File: config.mk
export PLATFORM = sky130hd
export DESIGN_NAME = quiz_round_ctrl
export DESIGN_NICKNAME = d
export VERILOG_FILES = /design/src/rtl/quiz_round_ctrl_pkg.sv /design/src/rtl/quiz_round_ctrl_bcd_countdown.sv /design/src/rtl/quiz_round_ctrl.sv
export SDC_FILE = /design/constraint.sdc
export NUM_CORES = 1
export LEC_CHECK = 0
export ABC_AREA = 1
export CORE_UTILIZATION = 55
export CTS_CLUSTER_DIAMETER = 120
export DETAILED_ROUTE_END_ITERATION = 8
export DONT_BUFFER_PORTS = 1
export GPL_TIMING_DRIVEN = 0
export MAX_ROUTING_LAYER = met4
export PLACE_DENSITY = 0.66
export SLEW_MARGIN = 10
export SYNTH_ARGS = -nofsm -noshare
export SYNTH_HDL_FRONTEND = slang
export SYNTH_HIERARCHICAL = 1
export SYNTH_SLANG_ARGS = --single-unit
export TNS_END_PERCENT = 100
File: constraint.sdc
create_clock -name CLK -period 2.99 [get_ports CLK]
set_input_delay 0.897 -clock CLK [delete_from_list [all_inputs] [get_ports CLK]]
set_output_delay 0.897 -clock CLK [all_outputs]
set_load 0.005 [all_outputs]
File: src/rtl/quiz_round_ctrl_pkg.sv
// -----------------------------------------------------------------------------
// quiz_pkg
// Shared types and constants for the 4-player quiz responder round controller.
//   state_t     : round sequencer states (IDLE, ARMED, ANSWER)
//   N_PLAYERS   : number of player keys
//   SCORE_W     : width of one player's score field
//   BCD_W       : width of one BCD digit
//   sec_to_bcd  : converts a 0..99 seconds value into two packed BCD digits
// -----------------------------------------------------------------------------
package quiz_pkg;

  typedef enum logic [1:0] {
    IDLE,
    ARMED,
    ANSWER
  } state_t;

  localparam int N_PLAYERS = 4;
  localparam int SCORE_W   = 4;
  localparam int BCD_W     = 4;

  // Tens digit in the upper nibble, units digit in the lower nibble.
  function automatic logic [2*BCD_W-1:0] sec_to_bcd(input int unsigned sec);
    logic [BCD_W-1:0] tens;
    logic [BCD_W-1:0] units;
    tens  = BCD_W'(sec / 10);
    units = BCD_W'(sec % 10);
    return {tens, units};
  endfunction

endpackage

File: src/rtl/quiz_round_ctrl_bcd_countdown.sv
// -----------------------------------------------------------------------------
// bcd_countdown
// Tick divider plus a two-digit BCD seconds down-counter for the answer window.
//   CLK, RSTn : clock and asynchronous active-low reset
//   load      : load ANSWER_SEC into the digits and restart the divider
//   run       : the round stays in its answer phase this cycle; count down
//   TimerH/L  : remaining seconds, BCD tens / units (registered)
//   expire    : high in the cycle whose clock edge takes the counter to 00
// When neither load nor run is high the counter is held at 00, so the timer
// reads zero in the same cycle the round leaves its answer phase.
// -----------------------------------------------------------------------------
module bcd_countdown
  import quiz_pkg::*;
#(
  parameter int unsigned TICK_DIV   = 50_000_000,
  parameter int unsigned ANSWER_SEC = 20
) (
  input  logic             CLK,
  input  logic             RSTn,
  input  logic             load,
  input  logic             run,
  output logic [BCD_W-1:0] TimerH,
  output logic [BCD_W-1:0] TimerL,
  output logic             expire
);

  localparam int DIV_W = (TICK_DIV > 1) ? $clog2(TICK_DIV) : 1;
  localparam logic [DIV_W-1:0] DIV_LAST = DIV_W'(TICK_DIV - 1);
  localparam logic [2*BCD_W-1:0] LOAD_BCD = sec_to_bcd(ANSWER_SEC);

  logic [DIV_W-1:0] div_cnt;
  logic             tick;

  // The expiry strobe is combinational so the top can register the TimeOver
  // pulse on the same edge that the digits fall to 00.
  always_comb begin
    tick   = (div_cnt == DIV_LAST);
    expire = run && tick && (TimerH == '0) && (TimerL == BCD_W'(1));
  end

  always_ff @(posedge CLK or negedge RSTn) begin
    if (!RSTn) begin
      div_cnt <= '0;
      TimerH  <= '0;
      TimerL  <= '0;
    end else if (load) begin
      div_cnt <= '0;
      TimerH  <= LOAD_BCD[2*BCD_W-1:BCD_W];
      TimerL  <= LOAD_BCD[BCD_W-1:0];
    end else if (run) begin
      if (tick) begin
        div_cnt <= '0;
        if (TimerL == '0) begin
          TimerL <= BCD_W'(9);
          TimerH <= TimerH - BCD_W'(1);
        end else begin
          TimerL <= TimerL - BCD_W'(1);
        end
      end else begin
        div_cnt <= div_cnt + DIV_W'(1);
      end
    end else begin
      div_cnt <= '0;
      TimerH  <= '0;
      TimerL  <= '0;
    end
  end

endmodule

File: src/rtl/quiz_round_ctrl.sv
// -----------------------------------------------------------------------------
// quiz_round_ctrl
// Round sequencer and first-press arbiter for the 4-player quiz responder.
//   CLK, RSTn       : clock and asynchronous active-low reset
//   Start           : host round switch (rise arms a round, low aborts it)
//   Key_In[3:0]     : player keys, bit 0 = player 1
//   Judge_OK/NG     : one-cycle verdict pulses for the granted answer
//   LED_Out[3:0]    : one-hot granted player
//   Player_Number   : granted player 1..4, 0 when none
//   TimerH/TimerL   : remaining answer seconds in BCD
//   Score_Bus[15:0] : four saturating 4-bit scores, [3:0] = player 1
//   Foul_Out[3:0]   : players disqualified for the current/pending round
//   Buzzer_Answer   : one-cycle pulse on grant
//   Buzzer_TimeOver : one-cycle pulse on countdown expiry
// -----------------------------------------------------------------------------
module quiz_round_ctrl
  import quiz_pkg::*;
#(
  parameter int unsigned TICK_DIV   = 50_000_000,
  parameter int unsigned ANSWER_SEC = 20,
  parameter int unsigned SCORE_MAX  = 9
) (
  input  logic                           CLK,
  input  logic                           RSTn,
  input  logic                           Start,
  input  logic [N_PLAYERS-1:0]           Key_In,
  input  logic                           Judge_OK,
  input  logic                           Judge_NG,
  output logic [N_PLAYERS-1:0]           LED_Out,
  output logic [3:0]                     Player_Number,
  output logic [BCD_W-1:0]               TimerH,
  output logic [BCD_W-1:0]               TimerL,
  output logic [N_PLAYERS*SCORE_W-1:0]   Score_Bus,
  output logic [N_PLAYERS-1:0]           Foul_Out,
  output logic                           Buzzer_Answer,
  output logic                           Buzzer_TimeOver
);

  localparam logic [SCORE_W-1:0] SCORE_TOP = SCORE_W'(SCORE_MAX);

  state_t               state;
  logic [N_PLAYERS-1:0] key_q;
  logic [N_PLAYERS-1:0] key_evt;
  logic                 start_q;
  logic                 start_evt;
  logic [1:0]           grant_idx;
  logic [SCORE_W-1:0]   score [N_PLAYERS];

  logic [N_PLAYERS-1:0] valid_evt;
  logic [1:0]           grant_sel;
  logic                 grant;
  logic                 stay_answer;
  logic                 expire;

  // Key and Start edges are registered before the FSM sees them, so a press
  // sampled at one edge is acted on at the next. Start goes through the same
  // stage so a Start rise and a key press sampled together reach the IDLE
  // state together and the key is recorded as a foul before arming.
  always_ff @(posedge CLK or negedge RSTn) begin
    if (!RSTn) begin
      key_q     <= '0;
      key_evt   <= '0;
      start_q   <= 1'b0;
      start_evt <= 1'b0;
    end else begin
      key_q     <= Key_In;
      key_evt   <= Key_In & ~key_q;
      start_q   <= Start;
      start_evt <= Start & ~start_q;
    end
  end

  // Fixed-priority arbitration among non-fouled presses; lowest index wins.
  // stay_answer tells the countdown whether the round survives this edge, so
  // judge pulses and aborts both suppress the expiry strobe and clear the
  // digits on the way back to IDLE.
  always_comb begin
    valid_evt = key_evt & ~Foul_Out;
    grant_sel = '0;
    for (int i = N_PLAYERS - 1; i >= 0; i--) begin
      if (valid_evt[i]) grant_sel = 2'(i);
    end
    grant       = (state == ARMED) && Start && (valid_evt != '0);
    stay_answer = (state == ANSWER) && Start && !Judge_OK && !Judge_NG;
  end

  bcd_countdown #(
    .TICK_DIV   (TICK_DIV),
    .ANSWER_SEC (ANSWER_SEC)
  ) u_countdown (
    .CLK    (CLK),
    .RSTn   (RSTn),
    .load   (grant),
    .run    (stay_answer),
    .TimerH (TimerH),
    .TimerL (TimerL),
    .expire (expire)
  );

  // Round sequencer. Every path back to IDLE from a round clears the grant
  // and the fouls; scores survive everything except reset. Abort has priority
  // over a verdict, and a verdict has priority over expiry.
  always_ff @(posedge CLK or negedge RSTn) begin
    if (!RSTn) begin
      state           <= IDLE;
      grant_idx       <= '0;
      LED_Out         <= '0;
      Player_Number   <= '0;
      Foul_Out        <= '0;
      Buzzer_Answer   <= 1'b0;
      Buzzer_TimeOver <= 1'b0;
      for (int i = 0; i < N_PLAYERS; i++) score[i] <= '0;
    end else begin
      Buzzer_Answer   <= 1'b0;
      Buzzer_TimeOver <= 1'b0;
      case (state)
        IDLE: begin
          Foul_Out <= Foul_Out | key_evt;
          if (start_evt) state <= ARMED;
        end
        ARMED: begin
          if (!Start) begin
            state         <= IDLE;
            LED_Out       <= '0;
            Player_Number <= '0;
            Foul_Out      <= '0;
          end else if (grant) begin
            state         <= ANSWER;
            grant_idx     <= grant_sel;
            LED_Out       <= N_PLAYERS'(1) << grant_sel;
            Player_Number <= 4'(grant_sel) + 4'd1;
            Buzzer_Answer <= 1'b1;
          end
        end
        ANSWER: begin
          if (!Start || Judge_OK || Judge_NG || expire) begin
            state         <= IDLE;
            LED_Out       <= '0;
            Player_Number <= '0;
            Foul_Out      <= '0;
          end
          if (Start) begin
            if (Judge_OK) begin
              if (score[grant_idx] < SCORE_TOP)
                score[grant_idx] <= score[grant_idx] + SCORE_W'(1);
            end else if (Judge_NG) begin
              if (score[grant_idx] != '0)
                score[grant_idx] <= score[grant_idx] - SCORE_W'(1);
            end else if (expire) begin
              Buzzer_TimeOver <= 1'b1;
            end
          end
        end
        default: begin
          state         <= IDLE;
          LED_Out       <= '0;
          Player_Number <= '0;
          Foul_Out      <= '0;
        end
      endcase
    end
  end

  // Scores are kept as an array and flattened onto the bus, player 1 lowest.
  always_comb begin
    Score_Bus = '0;
    for (int i = 0; i < N_PLAYERS; i++) begin
      Score_Bus[i*SCORE_W +: SCORE_W] = score[i];
    end
  end

endmodule

==> flow_summary.json, run 1 <==
{
  "synth_top_area_frac": 0.431,
  "crit_path_start_kind": "input port",
  "path_class": "input port to flop",
  "avgSynthCellArea_um2": 7.41,
  "grtUsageTotal": 0.259,
  "post_cts_resized": 0,
  "skew_ns": 0.0138,
  "start_util": 0.571,
  "cts_tree": "done",
  "coreArea_um2": 7730,
  "grt_max_degree": 77,
  "synth_nets": 613,
  "drive_gt1_frac": 0.116,
  "detailedRoute.firstIterationViolations": 142,
  "routedWlPerCell_um": 13.5,
  "syn_area_um2": 4410,
  "p_sw_uw": 1250,
  "synth_area_leader_cell": "dfrtp_1",
  "power_frac_comb": 0.316,
  "max_stage_delay_ns": 0.68,
  "worstPathMaxFanout": 10,
  "p_seq_frac": 0.427,
  "drv_cap": 0,
  "cts.sinks": 76,
  "period_needed_ns": 2.66,
  "slew_viol_final": 0,
  "synthToLayoutAreaGrowth_pct": 7.40,
  "cts.clk_slew.worst_paths_ns": 0.09,
  "worstPathRequired_ns": 3.28,
  "ir_drop_uv": 231,
  "powerDensity_nw_per_um2": 668,
  "p_clk_frac": 0.257,
  "sw_frac_of_total": 0.396,
  "yosysSeqAreaShare": 0.431,
  "slowest_stage": "nor3_1",
  "max_freq_ghz": 0.376,
  "wl_um": 9660,
  "slew-limit-headroom": 0.458,
  "io_buffers": 0,
  "instances_no_fill": 713,
  "worstSkewPairLatency_ns": 0.37,
  "final_area_um2": 4740,
  "grt_setup_unrepaired": "no",
  "antenna_cells": 0,
  "htreeDepth": 3,
  "synth_top_flop_cell": "dfrtp_1",
  "cts_root_buffer": "clkbuf_8",
  "hpwl_um": 7000,
  "dpl_cell_area_um2": 4540,
  "dr.pass1.iters": 5,
  "antenna_found_initial": 0,
  "nNetsFinal": 624,
  "ys_ff_latch": 76,
  "synthCells": 595,
  "fillers": 679,
  "grt_pass1_wl_um": 16500,
  "dieArea_um2": 8380,
  "post-cts-setup-buffer-count": 0,
  "tightest_slew_ns": 0.807,
  "setup_violations": 0,
  "overflow": 0,
  "async_flop_share": 1.00,
  "die_x_um": 91.6,
  "intPower_uw": 1910,
  "num_rows": 32,
  "cts_buffers": 9,
  "status": "completed",
  "die_y_um": 91.6,
  "crit_chain": "buf_2 -> nor3_1 -> inv_1 -> nor2_8 -> inv_1 -> nor2_4 -> nand2_1 -> nor2_1",
  "synthTopCellsByArea": "dfrtp_1 (43%), nand2_1 (18%), nor2_1 (6.9%), inv_1 (5.2%), nand3_1 (3.9%)",
  "drc": 0,
  "hold_class": "input port to asynchronous set/reset pin",
  "power_leakage_uw": 0.00228,
  "post-route-period-util": 0.889,
  "synth_most_common_cell": "nand2_1",
  "via_per_inst": 5.23,
  "synth_warnings": 6,
  "yosys-top-cells-count": "nand2_1 (209), nor2_1 (81), dfrtp_1 (76)",
  "dp_cells": 697,
  "synth_cell_type_count": 33,
  "cp_data_arrival_time_ns": 2.95,
  "grt_pass1_vias": 3553,
  "gp_congestion": 0.978,
  "hold_viol": 0,
  "postRouteAntennaNets": 0,
  "critPathMostFrequentCell": "inv_1",
  "synth-edff-count": 0,
  "vias": 3728,
  "cp-end-kind": "flop",
  "num_io_pins": 47,
  "clk_path_buf_depth": 2,
  "hold_buffers": 0
}
## layer usage
metal  up-vias  wire, µm  GRT usage
met3        27       401     0.0394
met1      1730      4440      0.322
met5         -         0          -
met4         0       230      0.118
met2       108      4580      0.418
li1       1863         -          -
## sequential cells by signal, summed over array words and instances (netlist names), 2 cells and up, named ones only
register / cells
u_countdown/TimerL: 4
u_countdown/div_cnt: 26
u_countdown/TimerH: 4
key_evt: 4
grant_idx: 2
LED_Out: 3
Player_Number: 3
state: 2
key_q: 4
Score_Bus: 12
Foul_Out: 4
## kinds of logic (layout without fill, tap and decap cells)
logic type / after synthesis / count (layout) / synth area share
other: 1 / 1 / 0.000850
AND/OR/NAND/NOR: 391 / 391 / 0.402
buffers and inverters: 77 / 93 / 0.0805
flip-flops: 76 / 76 / 0.431
adder cells (fa/ha/maj): 9 / 9 / 0.0255
XOR/XNOR: 13 / 13 / 0.0258
AO/OA/AOI/OAI: 28 / 28 / 0.0338
## path summary, 6_finish.rpt
check	start	endpoint	slack, ns	depth (start not counted)
max	Judge_OK	u_countdown/div_cnt[20]	0.33	8
min	RSTn	Player_Number[1]	0.22	0
max reg2reg	state[0]	u_countdown/div_cnt[20]	0.49	9
min reg2reg	key_q[2]	key_evt[2]	0.38	1
max in group asynchronous	RSTn	u_countdown/div_cnt[12]	2.65	0
min in group CLK	key_q[2]	key_evt[2]	0.38	1
## final cells by class
| type | count | area [µm²] | share of cell area |
|---|---|---|---|
| plain buffers | 12 | 109 | 0.0230 |
| clock buffers | 10 | 128 | 0.0269 |
| clock inverters | 6 | 71.3 | 0.0151 |
| inverters | 65 | 246 | 0.0520 |
| multi-input cells | 442 | 2150 | 0.455 |
| flip-flops and latches | 76 | 1900 | 0.401 |
| well taps | 102 | 128 | 0.0269 |
## worst max-delay path, delay by kind of cell
kind	cells	cell delay, ns
AND/OR/NAND/NOR	5	1.40
buffers and inverters	3	0.65
## through the flow
stage                     TNS [ns]  setup slack (ns)  total power [µW]  utilization  hold slack [ns]
final                            0             0.332              3170        0.613            0.215
after global routing             0             0.196              3380        0.613            0.197
after CTS                        0             0.379              3190        0.613            0.199
after detailed placement         0           0.00599              2370        0.587            0.379
after global placement      -0.407           -0.0521              2340        0.587            0.380
after floorplan                  0             0.683              2120            -            0.376
## power by group through the flow
stage,clock network (µW),registers (µW),logic (µW)
floorplan,0,1330,794
global placement,0,1370,968
detailed placement,0,1370,992
CTS,833,1360,997
global route,875,1370,1130
finish,813,1350,1000
## cell usage in the layout (no fill, tap or decap), types with 2 or more instances in the layout
| cell type | netlist | final |
|---|---|---|
| a21oi_1 | 2 | 2 |
| buf_2 | 2 | 2 |
| buf_4 | 3 | 3 |
| buf_6 | 5 | 5 |
| clkbuf_8 | 0 | 9 |
| clkinvlp_4 | 0 | 2 |
| dfrtp_1 | 76 | 76 |
| ha_1 | 9 | 9 |
| inv_1 | 61 | 61 |
| inv_2 | 3 | 3 |
| inv_6 | 0 | 2 |
| nand2_1 | 209 | 209 |
| nand2_2 | 8 | 8 |
| nand2_4 | 2 | 2 |
| nand3_1 | 34 | 34 |
| nand3_2 | 3 | 3 |
| nand4_1 | 11 | 11 |
| nor2_1 | 81 | 81 |
| nor2_2 | 10 | 10 |
| nor2_4 | 13 | 13 |
| nor3_1 | 15 | 15 |
| nor4_1 | 2 | 2 |
| o21ai_0 | 19 | 19 |
| o21ai_1 | 4 | 4 |
| xnor2_1 | 3 | 3 |
| xor2_1 | 10 | 10 |
No activity file was read; power rests on OpenSTA's default activity.
==> run 2: changes to the inputs <==
- REMOVE_ABC_BUFFERS: not set -> 1
==> run 2 against run 1 <==
  * Sequential power increased by 6%
  * Critical path depth increased by 3
  * Worst hold slack about the same
  * Non-clock buffer count decreased by 12
  * Count of clock-buffer cells in the layout decreased by 1
  * Die area unchanged
  * Power decreased by 4.9%
  * Register-to-register slack improved by 0.07 ns
  * Combinational power decreased by 20%
  * Cell area decreased by 2.5%
  * Setup slack improved by 0.22 ns
  * Critical path type is now flop to flop
==> flow_summary.json, run 2 (synthesized netlist as in run 1, its figures left out) <==
{
  "io_buffers": 0,
  "vias": 3615,
  "path_class": "flop to flop",
  "routedWlPerCell_um": 13.4,
  "cts_buffers": 9,
  "p_sw_uw": 1250,
  "coreArea_um2": 7730,
  "postRouteAntennaNets": 0,
  "dpl_cell_area_um2": 4430,
  "start_util": 0.571,
  "ir_drop_uv": 272,
  "antenna_found_initial": 0,
  "p_seq_frac": 0.474,
  "tightest_slew_ns": 0.701,
  "power_leakage_uw": 0.00222,
  "drv_cap": 0,
  "timing.final.ws_setup_ns": 0.555,
  "crit_path_start_kind": "flop",
  "worstPathMaxFanout": 17,
  "p_clk_frac": 0.259,
  "layout_commonest_cell": "nand2_1",
  "skew_ns": 0.00984,
  "grt_pass1_vias": 3603,
  "drive_gt1_frac": 0.100,
  "hpwl_um": 6720,
  "setup_violations": 0,
  "largest_reg_flops": 26,
  "hold_viol": 0,
  "top_register": "u_countdown/div_cnt",
  "cts_root_buffer": "clkbuf_8",
  "post-cts-setup-buffer-count": 0,
  "intPower_uw": 1760,
  "final_cell_mix": "nand2_1 (209), nor2_1 (81), dfrtp_1 (76)",
  "post_cts_resized": 0,
  "period_needed_ns": 2.43,
  "final_area_um2": 4620,
  "dp_cells": 685,
  "ff2ff_setup_slack_ns": 0.56,
  "wl_um": 9370,
  "tns_ns": 0,
  "post-place-ws_ns": 0.245,
  "htreeDepth": 3,
  "via_per_inst": 5.16,
  "dr.pass1.iters": 5,
  "overflow": 0,
  "synthToLayoutAreaGrowth_pct": 4.71,
  "instances_no_fill": 701,
  "dieArea_um2": 8380,
  "clk_path_buf_depth": 2,
  "slew_viol_final": 0,
  "hold_class": "input port to asynchronous set/reset pin",
  "cts_tree": "done",
  "grt_pass1_wl_um": 15900,
  "nNetsFinal": 612,
  "grt_setup_unrepaired": "no",
  "die_x_um": 91.6,
  "grt_max_degree": 77,
  "cp_data_arrival_time_ns": 2.69,
  "gp_congestion": 0.952,
  "post-route-period-util": 0.814,
  "powerDensity_nw_per_um2": 652,
  "status": "completed",
  "whs_ns": 0.216,
  "num_io_pins": 47,
  "hold_buffers": 0,
  "antenna_cells": 0,
  "worstPathRequired_ns": 3.24,
  "num_rows": 32,
  "cp-end-kind": "flop",
  "detailedRoute.firstIterationViolations": 148,
  "drc": 0,
  "grtUsageTotal": 0.249,
  "power_frac_comb": 0.267,
  "slew-limit-headroom": 0.533,
  "worstSkewPairLatency_ns": 0.36,
  "cts.clk_slew.worst_paths_ns": 0.10,
  "sw_frac_of_total": 0.414,
  "max_freq_ghz": 0.411,
  "cts.sinks": 76,
  "die_y_um": 91.6
}
==> run 2: cell count changes in the layout (fill, tap and decap cells not counted), sizes merged <==
cell | before | now
clkinvlp | 2 | 1
inv | 67 | 70
bufinv | 1 | 0
buf | 11 | 0
clkbuf | 11 | 9
==> run 2: through the flow <==
step,util,power [µW]
detailed placement,0.573,2250
global placement,0.573,2210
finish,0.598,3010
global route,0.598,3200
floorplan,-,2030
CTS,0.598,3020
==> run 2: critical path, stage by stage (launching register included) <==
cell and delay, ns:
dfrtp_1 0.80, inv_4 0.18, nand3_1 0.13, nand2_1 0.11, nor2_4 0.23, ha_1 0.18
nand2_1 0.04, nand3b_2 0.28, nand3_4 0.20, nor2_4 0.06, nand2_1 0.06, nand2_1 0.05
==> run 2: cell type report <==
type / instances / area (µm²)
Inverter: 65 / 246
Clock inverter: 7 / 65.1
Sequential cell: 76 / 1900
Clock buffer: 9 / 124
Multi-Input combinational cell: 442 / 2150
Fill cell: 698 / 3110
Tap cell: 102 / 128
==> run 2: power groups by stage <==
stage / sequential, µW / clock [µW] / combinational [µW]
after detailed placement: 1440 / 0 / 801
final: 1430 / 779 / 803
after floorplan: 1380 / 0 / 649
after global routing: 1450 / 829 / 918
after global placement: 1440 / 0 / 770
after CTS: 1430 / 789 / 804
==> run 2: path summary, 6_finish.rpt <==
| check | start | end | depth (start not counted) |
|---|---|---|---|
| max in group asynchronous | RSTn | u_countdown/div_cnt[13] | 0 |
| worst max register to register | grant_idx[0] | Score_Bus[11] | 11 |
| worst min register to register | key_q[3] | key_evt[3] | 1 |
| worst max-delay path | grant_idx[0] | Score_Bus[11] | 11 |
| worst min-delay path | RSTn | Foul_Out[1] | 0 |
| min in group CLK | key_q[3] | key_evt[3] | 1 |
==> run 2: routing by layer <==
| metal | routed length (µm) | track usage | vias up | share of wire |
|---|---|---|---|---|
| met5 | 0 | - | - | 0 |
| met4 | 177 | 0.103 | 0 | 0.019 |
| met3 | 378 | 0.0452 | 20 | 0.040 |
| met2 | 4540 | 0.414 | 77 | 0.48 |
| met1 | 4280 | 0.298 | 1679 | 0.46 |
| li1 | - | - | 1839 | - |
==> run 3: changes to the inputs <==
- clock period: 2.99 -> 2.3 ns (I/O delays scaled with it)
==> run 3 against run 2 <==
  * Via count increased by 1.5%
  * Power increased by 32%
  * Register-to-register slack got worse by 0.37 ns
  * First-iteration DRC count decreased by 1.4%
  * Sequential share of layout area decreased by 0.43 points
  * Setup slack got worse by 0.37 ns
  * Global-route usage grew 0.63 points
==> flow_summary.json, run 3 (synthesized netlist as in run 1, its figures left out) <==
{
  "cts.sinks": 76,
  "setup_violations": 0,
  "io_buffers": 0,
  "crit_family": "simple AND/OR/NAND/NOR gates",
  "dpl_cell_area_um2": 4430,
  "hpwl_um": 6720,
  "start_util": 0.571,
  "ir_drop_uv": 338,
  "worstSkewPairLatency_ns": 0.36,
  "postRouteAntennaNets": 0,
  "final_cell_mix": "nand2_1 (209), nor2_1 (81), dfrtp_1 (74)",
  "tightest_slew_ns": 0.583,
  "dieArea_um2": 8380,
  "clk_path_buf_depth": 2,
  "drc": 0,
  "die_y_um": 91.6,
  "dp_cells": 685,
  "nNetsFinal": 616,
  "instances_no_fill": 705,
  "num_io_pins": 47,
  "gp_congestion": 0.952,
  "largest_reg_flops": 26,
  "worstPathRequired_ns": 2.55,
  "startpoint": "grant_idx[0]",
  "hold_viol": 0,
  "grt_max_degree": 66,
  "post-route-period-util": 0.919,
  "cts_tree": "done",
  "vias": 3669,
  "p_sw_uw": 1650,
  "crit_path_start_kind": "flop",
  "reg2reg_to": "Score_Bus[7]",
  "hold_class": "input port to asynchronous set/reset pin",
  "die_x_um": 91.6,
  "path_class": "flop to flop",
  "max_stage_delay_ns": 0.57,
  "via_per_inst": 5.20,
  "antenna_cells": 0,
  "powerDensity_nw_per_um2": 847,
  "grt_pass1_vias": 3636,
  "crit_chain": "inv_4 -> nand3_1 -> nand2_1 -> nor2_4 -> ha_1 -> nand2_1 -> nand3b_2 -> nand3_4 -> nor2_4 -> nand2_1 -> nand2_1",
  "overflow": 0,
  "ff2ff_path_depth": 11,
  "grt_pass1_wl_um": 16200,
  "worstPathMaxFanout": 17,
  "post-place-ws_ns": -0.238,
  "final_area_um2": 4690,
  "cp_data_arrival_time_ns": 2.37,
  "sw_frac_of_total": 0.416,
  "top_register": "u_countdown/div_cnt",
  "grt_setup_unrepaired": "no",
  "htreeDepth": 3,
  "layout_commonest_cell": "nand2_1",
  "power_leakage_uw": 0.00224,
  "timing.final.ws_setup_ns": 0.186,
  "critPathMostFrequentCell": "nand2_1",
  "path_buf_inv": 1,
  "drv_cap": 0,
  "slew_viol_final": 0,
  "p_seq_frac": 0.471,
  "grtUsageTotal": 0.255,
  "ff2ff_setup_slack_ns": 0.19,
  "slew-limit-headroom": 0.608,
  "fillers": 691,
  "num_rows": 32,
  "routedWlPerCell_um": 13.9,
  "power_frac_comb": 0.274,
  "cts_root_buffer": "clkbuf_8",
  "tns_ns": 0,
  "period_needed_ns": 2.11,
  "status": "completed",
  "drive_gt1_frac": 0.108,
  "cts_buffers": 9,
  "r2r_start": "grant_idx[0]",
  "slowest_stage": "dfrtp_4",
  "max_freq_ghz": 0.473,
  "antenna_found_initial": 0,
  "skew_ns": 0.0111,
  "detailedRoute.firstIterationViolations": 146,
  "dr.pass1.iters": 5,
  "coreArea_um2": 7730,
  "p_clk_frac": 0.255,
  "synthToLayoutAreaGrowth_pct": 6.24,
  "post-cts-setup-buffer-count": 0,
  "cp-end-kind": "flop",
  "wl_um": 9830,
  "cts.clk_slew.worst_paths_ns": 0.09,
  "intPower_uw": 2320
}
[run 3: cell types whose count changed in the layout (fill, tap and decap cells not counted), sizes merged]
cell	previous run	this run
buf	0	1
dlygate4sd3	0	3
[run 3: repair_timing]
action                                 CTS  global route
hold buffers                             3             1
setup endpoints to repair               17            21
gates resized for setup                  3             3
endpoints found under the hold margin    6            30
[run 3: power groups by stage]
stage	clock network, µW	registers [µW]	logic (µW)
floorplan	0	1800	844
global placement	0	1870	1000
detailed placement	0	1880	1040
CTS	1030	1860	1060
global route	1080	1910	1230
finish	1010	1870	1090
[run 3: per-layer routing]
layer	global-route usage	share of wire	vias to the layer above
met5	-	0	-
met4	0.103	0.013	0
met3	0.0477	0.044	18
met2	0.416	0.49	96
met1	0.312	0.45	1707
li1	-	-	1848
[run 3: worst max-delay path by stage]
stage / endpoint / slack, ns / cells after the start
2_1_floorplan: Player_Number[0] / 0.27 / 9
3_3_place_gp: u_countdown/div_cnt[22] / -0.25 / 8
3_5_place_dp: u_countdown/div_cnt[22] / -0.24 / 8
4_1_cts: Score_Bus[11] / 0.15 / 11
5_1_grt: u_countdown/div_cnt[25] / 0.01 / 11
6_report: Score_Bus[7] / 0.19 / 11
[run 3: final cells by class]
| class | count | area, µm² | area share |
|---|---|---|---|
| Inverter | 65 | 246 | 0.0526 |
| Multi-Input combinational cell | 442 | 2160 | 0.462 |
| Tap cell | 102 | 128 | 0.0272 |
| Clock inverter | 7 | 65.1 | 0.0139 |
| Sequential cell | 76 | 1910 | 0.407 |
| Clock buffer | 9 | 124 | 0.0264 |
| Timing Repair Buffer | 4 | 50.0 | 0.0107 |
[run 3: stage by stage]
stage | hold WS (ns) | power, µW | utilization
floorplan | 0.376 | 2640 | -
global placement | 0.380 | 2870 | 0.573
detailed placement | 0.386 | 2920 | 0.573
CTS | 0.0000427 | 3940 | 0.603
global route | 0.00121 | 4220 | 0.607
finish | 0.0165 | 3970 | 0.607
